`config.mk`:
```
export PLATFORM = sky130hd
export DESIGN_NAME = ysyx_25040111_rr_arbiter
export DESIGN_NICKNAME = d
export VERILOG_FILES = /design/src/rtl/ysyx_25040111_rr_arbiter.sv
export SDC_FILE = /design/constraint.sdc
export NUM_CORES = 1
export LEC_CHECK = 0
export BUFFER_PORTS_ARGS = -buffer_cell sky130_fd_sc_hd__buf_2
export CAP_MARGIN = 25
export CORE_AREA = 2 2 120 122
export DETAILED_ROUTE_END_ITERATION = 8
export DIE_AREA = 0 0 122 124
export HOLD_SLACK_MARGIN = 0.05
export PLACE_DENSITY_LB_ADDON = 0.12
export SYNTH_ARGS = -nofsm -noshare
export SYNTH_HDL_FRONTEND = slang
export SYNTH_SLANG_ARGS = --single-unit
```
`constraint.sdc`:
```
create_clock -name clock -period 6.2 [get_ports clock]
set_clock_uncertainty 0.15 [all_clocks]
set_input_delay 0.31 -clock clock [delete_from_list [all_inputs] [get_ports clock]]
set_output_delay 0.31 -clock clock [all_outputs]
set_load 0.01 [all_outputs]
```
`src/rtl/ysyx_25040111_rr_arbiter.sv`:
```
// Round-robin N-to-1 bus arbiter: grant, command hand-off, and response routing back to the winner.
// Optional macro YSYX_25040111_ARB_FIXED_PRIO0_EN gives requester 0 strict priority over a round-robin of the rest.
module ysyx_25040111_rr_arbiter #(
  parameter int N_REQ  = 2,
  parameter int ADDR_W = 32,
  parameter int DATA_W = 32,
  parameter int LEN_W  = 8
) (
  input  logic                      clock,
  input  logic                      reset,
  input  logic [N_REQ-1:0]          req_valid,
  output logic [N_REQ-1:0]          req_ready,
  input  logic [N_REQ-1:0]          req_write,
  input  logic [N_REQ-1:0]          req_burst,
  input  logic [N_REQ*ADDR_W-1:0]   req_addr,
  input  logic [N_REQ*DATA_W-1:0]   req_wdata,
  input  logic [N_REQ*2-1:0]        req_mask,
  input  logic [N_REQ*LEN_W-1:0]    req_len,
  output logic [N_REQ-1:0]          resp_valid,
  output logic [DATA_W-1:0]         resp_data,
  output logic                      resp_last,
  output logic                      m_valid,
  input  logic                      m_ready,
  output logic                      m_write,
  output logic                      m_burst,
  output logic [ADDR_W-1:0]         m_addr,
  output logic [DATA_W-1:0]         m_wdata,
  output logic [1:0]                m_mask,
  output logic [LEN_W-1:0]          m_len,
  input  logic                      m_rvalid,
  input  logic [DATA_W-1:0]         m_rdata,
  input  logic                      m_rlast
);

  localparam int          PTR_W = (N_REQ > 1) ? $clog2(N_REQ) : 1;
  localparam int unsigned NR    = N_REQ;
  localparam logic [N_REQ-1:0] ONE = 1;

  localparam logic [1:0] S_IDLE = 2'd0;
  localparam logic [1:0] S_CMD  = 2'd1;
  localparam logic [1:0] S_RESP = 2'd2;

  logic [1:0]        state;
  logic [PTR_W-1:0]  ptr;
  logic [PTR_W-1:0]  gnt;
  logic [PTR_W-1:0]  win;
  logic [PTR_W-1:0]  nxt_ptr;
  logic              any_req;
  logic [LEN_W-1:0]  beat_cnt;
  logic              beat_end;

  logic              lat_write;
  logic              lat_burst;
  logic [ADDR_W-1:0] lat_addr;
  logic [DATA_W-1:0] lat_wdata;
  logic [1:0]        lat_mask;
  logic [LEN_W-1:0]  lat_len;

  logic [ADDR_W-1:0] addr_arr  [N_REQ];
  logic [DATA_W-1:0] wdata_arr [N_REQ];
  logic [1:0]        mask_arr  [N_REQ];
  logic [LEN_W-1:0]  len_arr   [N_REQ];

  for (genvar i = 0; i < N_REQ; i++) begin : g_unpack
    assign addr_arr[i]  = req_addr[i*ADDR_W +: ADDR_W];
    assign wdata_arr[i] = req_wdata[i*DATA_W +: DATA_W];
    assign mask_arr[i]  = req_mask[i*2 +: 2];
    assign len_arr[i]   = req_len[i*LEN_W +: LEN_W];
  end

  // First set bit of v scanning upward from start, wrapping N_REQ-1 -> 0.
  function automatic logic [PTR_W-1:0] rr_pick(input logic [N_REQ-1:0] v,
                                               input logic [PTR_W-1:0] start);
    logic [PTR_W-1:0] pick;
    logic             found;
    int unsigned      cand;
    pick  = '0;
    found = 1'b0;
    for (int unsigned k = 0; k < NR; k++) begin
      cand = 32'(start) + k;
      if (cand >= NR) cand = cand - NR;
      if (!found && v[PTR_W'(cand)]) begin
        found = 1'b1;
        pick  = PTR_W'(cand);
      end
    end
    return pick;
  endfunction

  assign any_req = |req_valid;

`ifdef YSYX_25040111_ARB_FIXED_PRIO0_EN
  // Bit 0 is masked out of the rotation so the others share round-robin among themselves.
  assign win = req_valid[0] ? '0 : rr_pick(req_valid & ~ONE, ptr);
`else
  assign win = rr_pick(req_valid, ptr);
`endif

  assign nxt_ptr  = (gnt == PTR_W'(N_REQ - 1)) ? '0 : gnt + PTR_W'(1);
  assign beat_end = m_rlast || (beat_cnt == lat_len);

  always_ff @(posedge clock or posedge reset) begin
    if (reset) begin
      state     <= S_IDLE;
      ptr       <= '0;
      gnt       <= '0;
      beat_cnt  <= '0;
      lat_write <= 1'b0;
      lat_burst <= 1'b0;
      lat_addr  <= '0;
      lat_wdata <= '0;
      lat_mask  <= '0;
      lat_len   <= '0;
    end else begin
      case (state)
        S_IDLE: begin
          if (any_req) begin
            state     <= S_CMD;
            gnt       <= win;
            lat_write <= req_write[win];
            lat_burst <= req_burst[win];
            lat_addr  <= addr_arr[win];
            lat_wdata <= wdata_arr[win];
            lat_mask  <= mask_arr[win];
            lat_len   <= req_burst[win] ? len_arr[win] : '0;
          end
        end
        S_CMD: begin
          if (m_ready) begin
            beat_cnt <= '0;
            if (lat_write) begin
              state <= S_IDLE;
              ptr   <= nxt_ptr;
            end else begin
              state <= S_RESP;
            end
          end
        end
        S_RESP: begin
          if (m_rvalid) begin
            if (beat_end) begin
              state    <= S_IDLE;
              ptr      <= nxt_ptr;
              beat_cnt <= '0;
            end else begin
              beat_cnt <= beat_cnt + LEN_W'(1);
            end
          end
        end
        default: state <= S_IDLE;
      endcase
    end
  end

  // Outputs are additionally gated by reset so they drop the instant reset rises.
  always_comb begin
    req_ready  = '0;
    resp_valid = '0;
    resp_data  = '0;
    resp_last  = 1'b0;
    m_valid    = 1'b0;
    if (!reset) begin
      case (state)
        S_IDLE: begin
          if (any_req) req_ready = ONE << win;
        end
        S_CMD: begin
          m_valid = 1'b1;
          if (m_ready && lat_write) begin
            resp_valid = ONE << gnt;
            resp_last  = 1'b1;
          end
        end
        S_RESP: begin
          if (m_rvalid) begin
            resp_valid = ONE << gnt;
            resp_data  = m_rdata;
            resp_last  = beat_end;
          end
        end
        default: ;
      endcase
    end
  end

  assign m_write = lat_write;
  assign m_burst = lat_burst;
  assign m_addr  = lat_addr;
  assign m_wdata = lat_wdata;
  assign m_mask  = lat_mask;
  assign m_len   = lat_len;

endmodule

```
Word level (Yosys, flattened, before mapping)
Index checks and enable logic that the tools add are counted.
{ "word_totals": {"reg_bits": 88, "inputBits": 191, "output_inout_bits": 114, "word_cells": 101} }
{ "op_classes": {"addsub": 5, "n_lt_le_gt_ge": 6, "n_eq_ne": 8, "n_shift": 2, "n_mux": 58, "bitwise": 1, "reduce_logical": 11} }
{ "op_table": {"columns": ["op", "n"], "rows": [
  ["32-bit two-way mux", 9],
  ["8-bit two-way mux", 7],
  ["2-bit two-way mux", 14],
  ["1-bit two-way mux", 23],
  ["8-bit case mux with 2 select lines", 1],
  ["2-bit inequality test, second input constant", 5],
  ["8-bit by 1-bit adder with 8-bit output, second input constant", 1],
  ["8-bit == test", 1],
  ["1-bit by 2-bit less-than comparator with 1-bit output, second input constant", 3],
  ["2-bit case mux with 3 select lines", 1],
  ["5-bit AND reduction", 1],
  ["2-bit >= comparator, second input constant", 2],
  ["1-bit case mux with 2 select lines", 2],
  ["2-bit case mux with 2 select lines", 1],
  ["4-bit AND reduction", 1],
  ["1-bit by 1-bit << shifter with 2-bit output, first input constant", 2],
  ["3-bit AND reduction", 1],
  ["1-bit by 1-bit adder with 2-bit output, second input constant", 1],
  ["2-bit by 1-bit == test with 1-bit output, second input constant", 1],
  ["2-bit == test, second input constant", 1],
  ["1-bit by 2-bit >= comparator with 1-bit output, second input constant", 1],
  ["1-bit logical AND", 2],
  ["2-bit zero test", 1],
  ["1-bit inverter with 2-bit output", 1],
  ["other kinds (7)", 8]
]} }

Depth between registers and ports, before layout
{ "depth": {"word_depth": 13, "ltp_mapped": 8, "depth_no_buf": 7} }

Least setup slack after synthesis
No wires, ideal clock.
{ "synth_path": {"path_kind": "input to output", "startpoint": "in reset", "endpoint": "out resp_last", "arrival_time_ns": 2.781, "required_ns": 5.740, "slack_ns": 2.959, "path_stages": 3, "n_path_buf": 0, "cell_sequence": "inv_1 > nand3_1 > a21oi_1"} }
{ "synth_between": {"elab_chain_cells": 1} }
{ "synth_lines": {"columns": ["item", "line", "source"], "rows": [
  ["start: declaration", "10", "input logic reset,"],
  ["1-bit two-way mux", "162", "if (!reset) begin"],
  ["end: declaration", "21", "output logic resp_last,"]
]} }
No other way between the ends.

Worst setup path in the final report
Same ends and word-level chain as after synthesis.

==> reports/results.txt <==
CTS clk-pin slew, worst paths: 0.06 ns
total global routing overflow: 0
RePlAce Congestion: 0.774
Mapped Cells: 465
full die area: 15100 um2
Starting DRT DRC Count: 98
endpoints failing hold: 0
Worst-Margin Slew: 0.812 ns
Max-Cap Viols: 0
Max-slew headroom: 45.8%
PD cells: 408 nW/um2
TritonCTS Buffers: 9
post-CTS setup buffer count: 0
DR vias: 4193
HPWL Detailed: 10400 um
layout cells sized above 1: 44.0%
initial antenna violation count: 0
Top Ports: 305
Post-synth EDFFs: 0
core area: 13700 um2
Hold Path Origin: req_addr[58]
FF+latch count, synth: 88
Tcrit/Tclk final: 40.4%
Synth cell types: 32
Area Overhead vs Synth: 44.9%
TritonRoute pass-1 iters: 4
Max Slew Vio Count: 0
flop2flop setup slack: 3.94 ns
Worst EP required: 5.74 ns
first-pass GRT wire length: 19500 um
Reg2Reg Launch Point: state[1]$_DFFE_PP0P_
critical path class: in -> out
CTS Sinks: 88
outcome: completed
CTS tree: done
crit-path max FO: 43
Util after Layout: 47.6%
final WL: 12700 um
worst skew pair latency: 0.33 ns
Site Rows: 43
Initial Util: 32.9%
RR Endpoint: beat_cnt[0]$_DFFE_PP0P_
Synth Flop Type: dfrtp_1
DRC: 0
hold slack: 0.112 ns
antenna viol nets, final: 0
largest net degree at the start of global routing: 76
Max Clock Freq: 399 MHz
H-tree depth: 3
min-delay worst type: in -> reg
Hold EP: m_addr[26]$_DFFE_PP0P_
vias in the first global route: 4074
syn_area_per_cell: 9.70 um2
R2R depth: 6
Synthesis Warnings: 0
hold path depth: 3
Port Buffers: 304
clock tree root driver cell: clkbuf_16
RSZ-0062 raised after global routing: no
Die H: 124 um
GR Util All Layers: 16.5%
leakage power: 0.00369 uW
final setup vio count: 0
Critical Path AT: 2.04 ns
syn nets: 660
Peak supply drop: 0.000163 V
Antenna Diode Count: 0
register area share after synthesis: 48.8%
Mapped Area: 4510 um2
CP endpoint kind: output pin
hold_buf cts: 1
crit path time final: 2.50 ns
startpoint types: primary input
WL/cell: 13.5 um
post_cts resized: 0
Setup TNS: 0 ns
via density per instance: 4.45
asr flop ratio synth: 100%
clk buf depth: 2
Final nets: 954
chip width: 122 um
## cells in the final DEF, fill, tap and decap left out, drive strengths merged, types with 3 or more instances in the layout
master and n:
buf 311, and2 32, xnor2 8, inv 7
a21oi 6, o21ai 87, dfrtp 88, mux2i 78
a22o 3, nand2 88, or2 3, nand3 5
ha 4, nor2 10, nor3 5, clkinv 3
clkbuf 12
## per-stage QoR
stage | cells | power (uW) | cell area [um2] | worst slack, ns
4_1_cts | 943 | 2720 | 6530 | 3.61
5_1_grt | 943 | 2900 | 6530 | 3.48
6_report | 943 | 2660 | 6530 | 3.70
3_5_place_dp | 927 | 2160 | 6220 | 3.99
3_3_place_gp | 925 | 2130 | 6180 | 3.64
2_1_floorplan | 465 | 1670 | 4510 | 2.96
## sequential cells by signal (all words and copies together) (netlist names)
register / cells
m_burst: 1
m_mask: 2
state: 2
ptr: 1
gnt: 1
m_addr: 32
beat_cnt: 8
m_len: 8
m_wdata: 32
m_write: 1
## layer usage
metal | share of wire [%] | global-route usage (%) | routed length (um) | up-vias
li1 | - | - | - | 2167
met1 | 38 | 18.3 | 4840 | 1852
met2 | 54 | 31.0 | 6840 | 157
met3 | 6.8 | 4.12 | 869 | 17
met4 | 1.5 | 5.46 | 191 | 0
met5 | 0 | 0 | 0 | -
## cell families (layout without fill, tap and decap cells)
| logic type | Yosys count | in the layout | synth area share [%] |
|---|---|---|---|
| AO/OA/AOI/OAI | 97 | 97 | 11.3 |
| XOR/XNOR | 8 | 8 | 1.55 |
| adder cells (fa/ha/maj) | 4 | 4 | 1.11 |
| buffers and inverters | 37 | 335 | 3.75 |
| flip-flops | 88 | 88 | 48.8 |
| multiplexers | 80 | 80 | 17.9 |
| AND/OR/NAND/NOR | 151 | 151 | 15.5 |
## cell type report
cell class | count | area, um2
clock buffer | 12 | 267
clock inverter | 3 | 40.0
fill | 1341 | 7190
inverter | 8 | 31.3
multi-input combinational | 340 | 2160
sequential | 88 | 2200
tap | 180 | 225
timing repair buffer | 312 | 1610
## worst max-delay path: stages
cell and delay (ns):
dlygate4sd3_1 0.54, buf_2 0.15, clkinv_2 0.04, buf_4 0.44, nand3_1 0.24, a21oi_1 0.16, buf_2 0.15
## Yosys cell counts, drive strengths merged (4+ instances only)
cell type	count	area [um2]
dfrtp	88	2200
mux2i	78	781
ha	4	50.1
o21ai	87	447
nor2	10	37.5
xnor2	8	70.1
nor3	5	25.0
inv	8	30.0
clkbuf	17	63.8
a21oi	6	30.0
and2	32	200
nand2	88	330
buf	12	75.1
nand3	5	30.0
## worst max-delay path by stage
stage / from / endpoint / slack, ns / cells past startpoint
after floorplan: reset / resp_last / 2.96 / 3
after global placement: reset / resp_last / 3.64 / 6
after detailed placement: req_valid[0] / req_ready[0] / 3.99 / 6
after CTS: reset / resp_last / 3.61 / 7
after global routing: reset / resp_last / 3.48 / 7
final: reset / resp_last / 3.70 / 7
## where the power goes
part	switching [uW]	leakage, uW	internal (uW)
logic	668	0.00244	467
clock network	204	0.000154	341
registers	149	0.00110	834
total	1020	0.00369	1640
No activity file was read; power rests on OpenSTA's default activity.
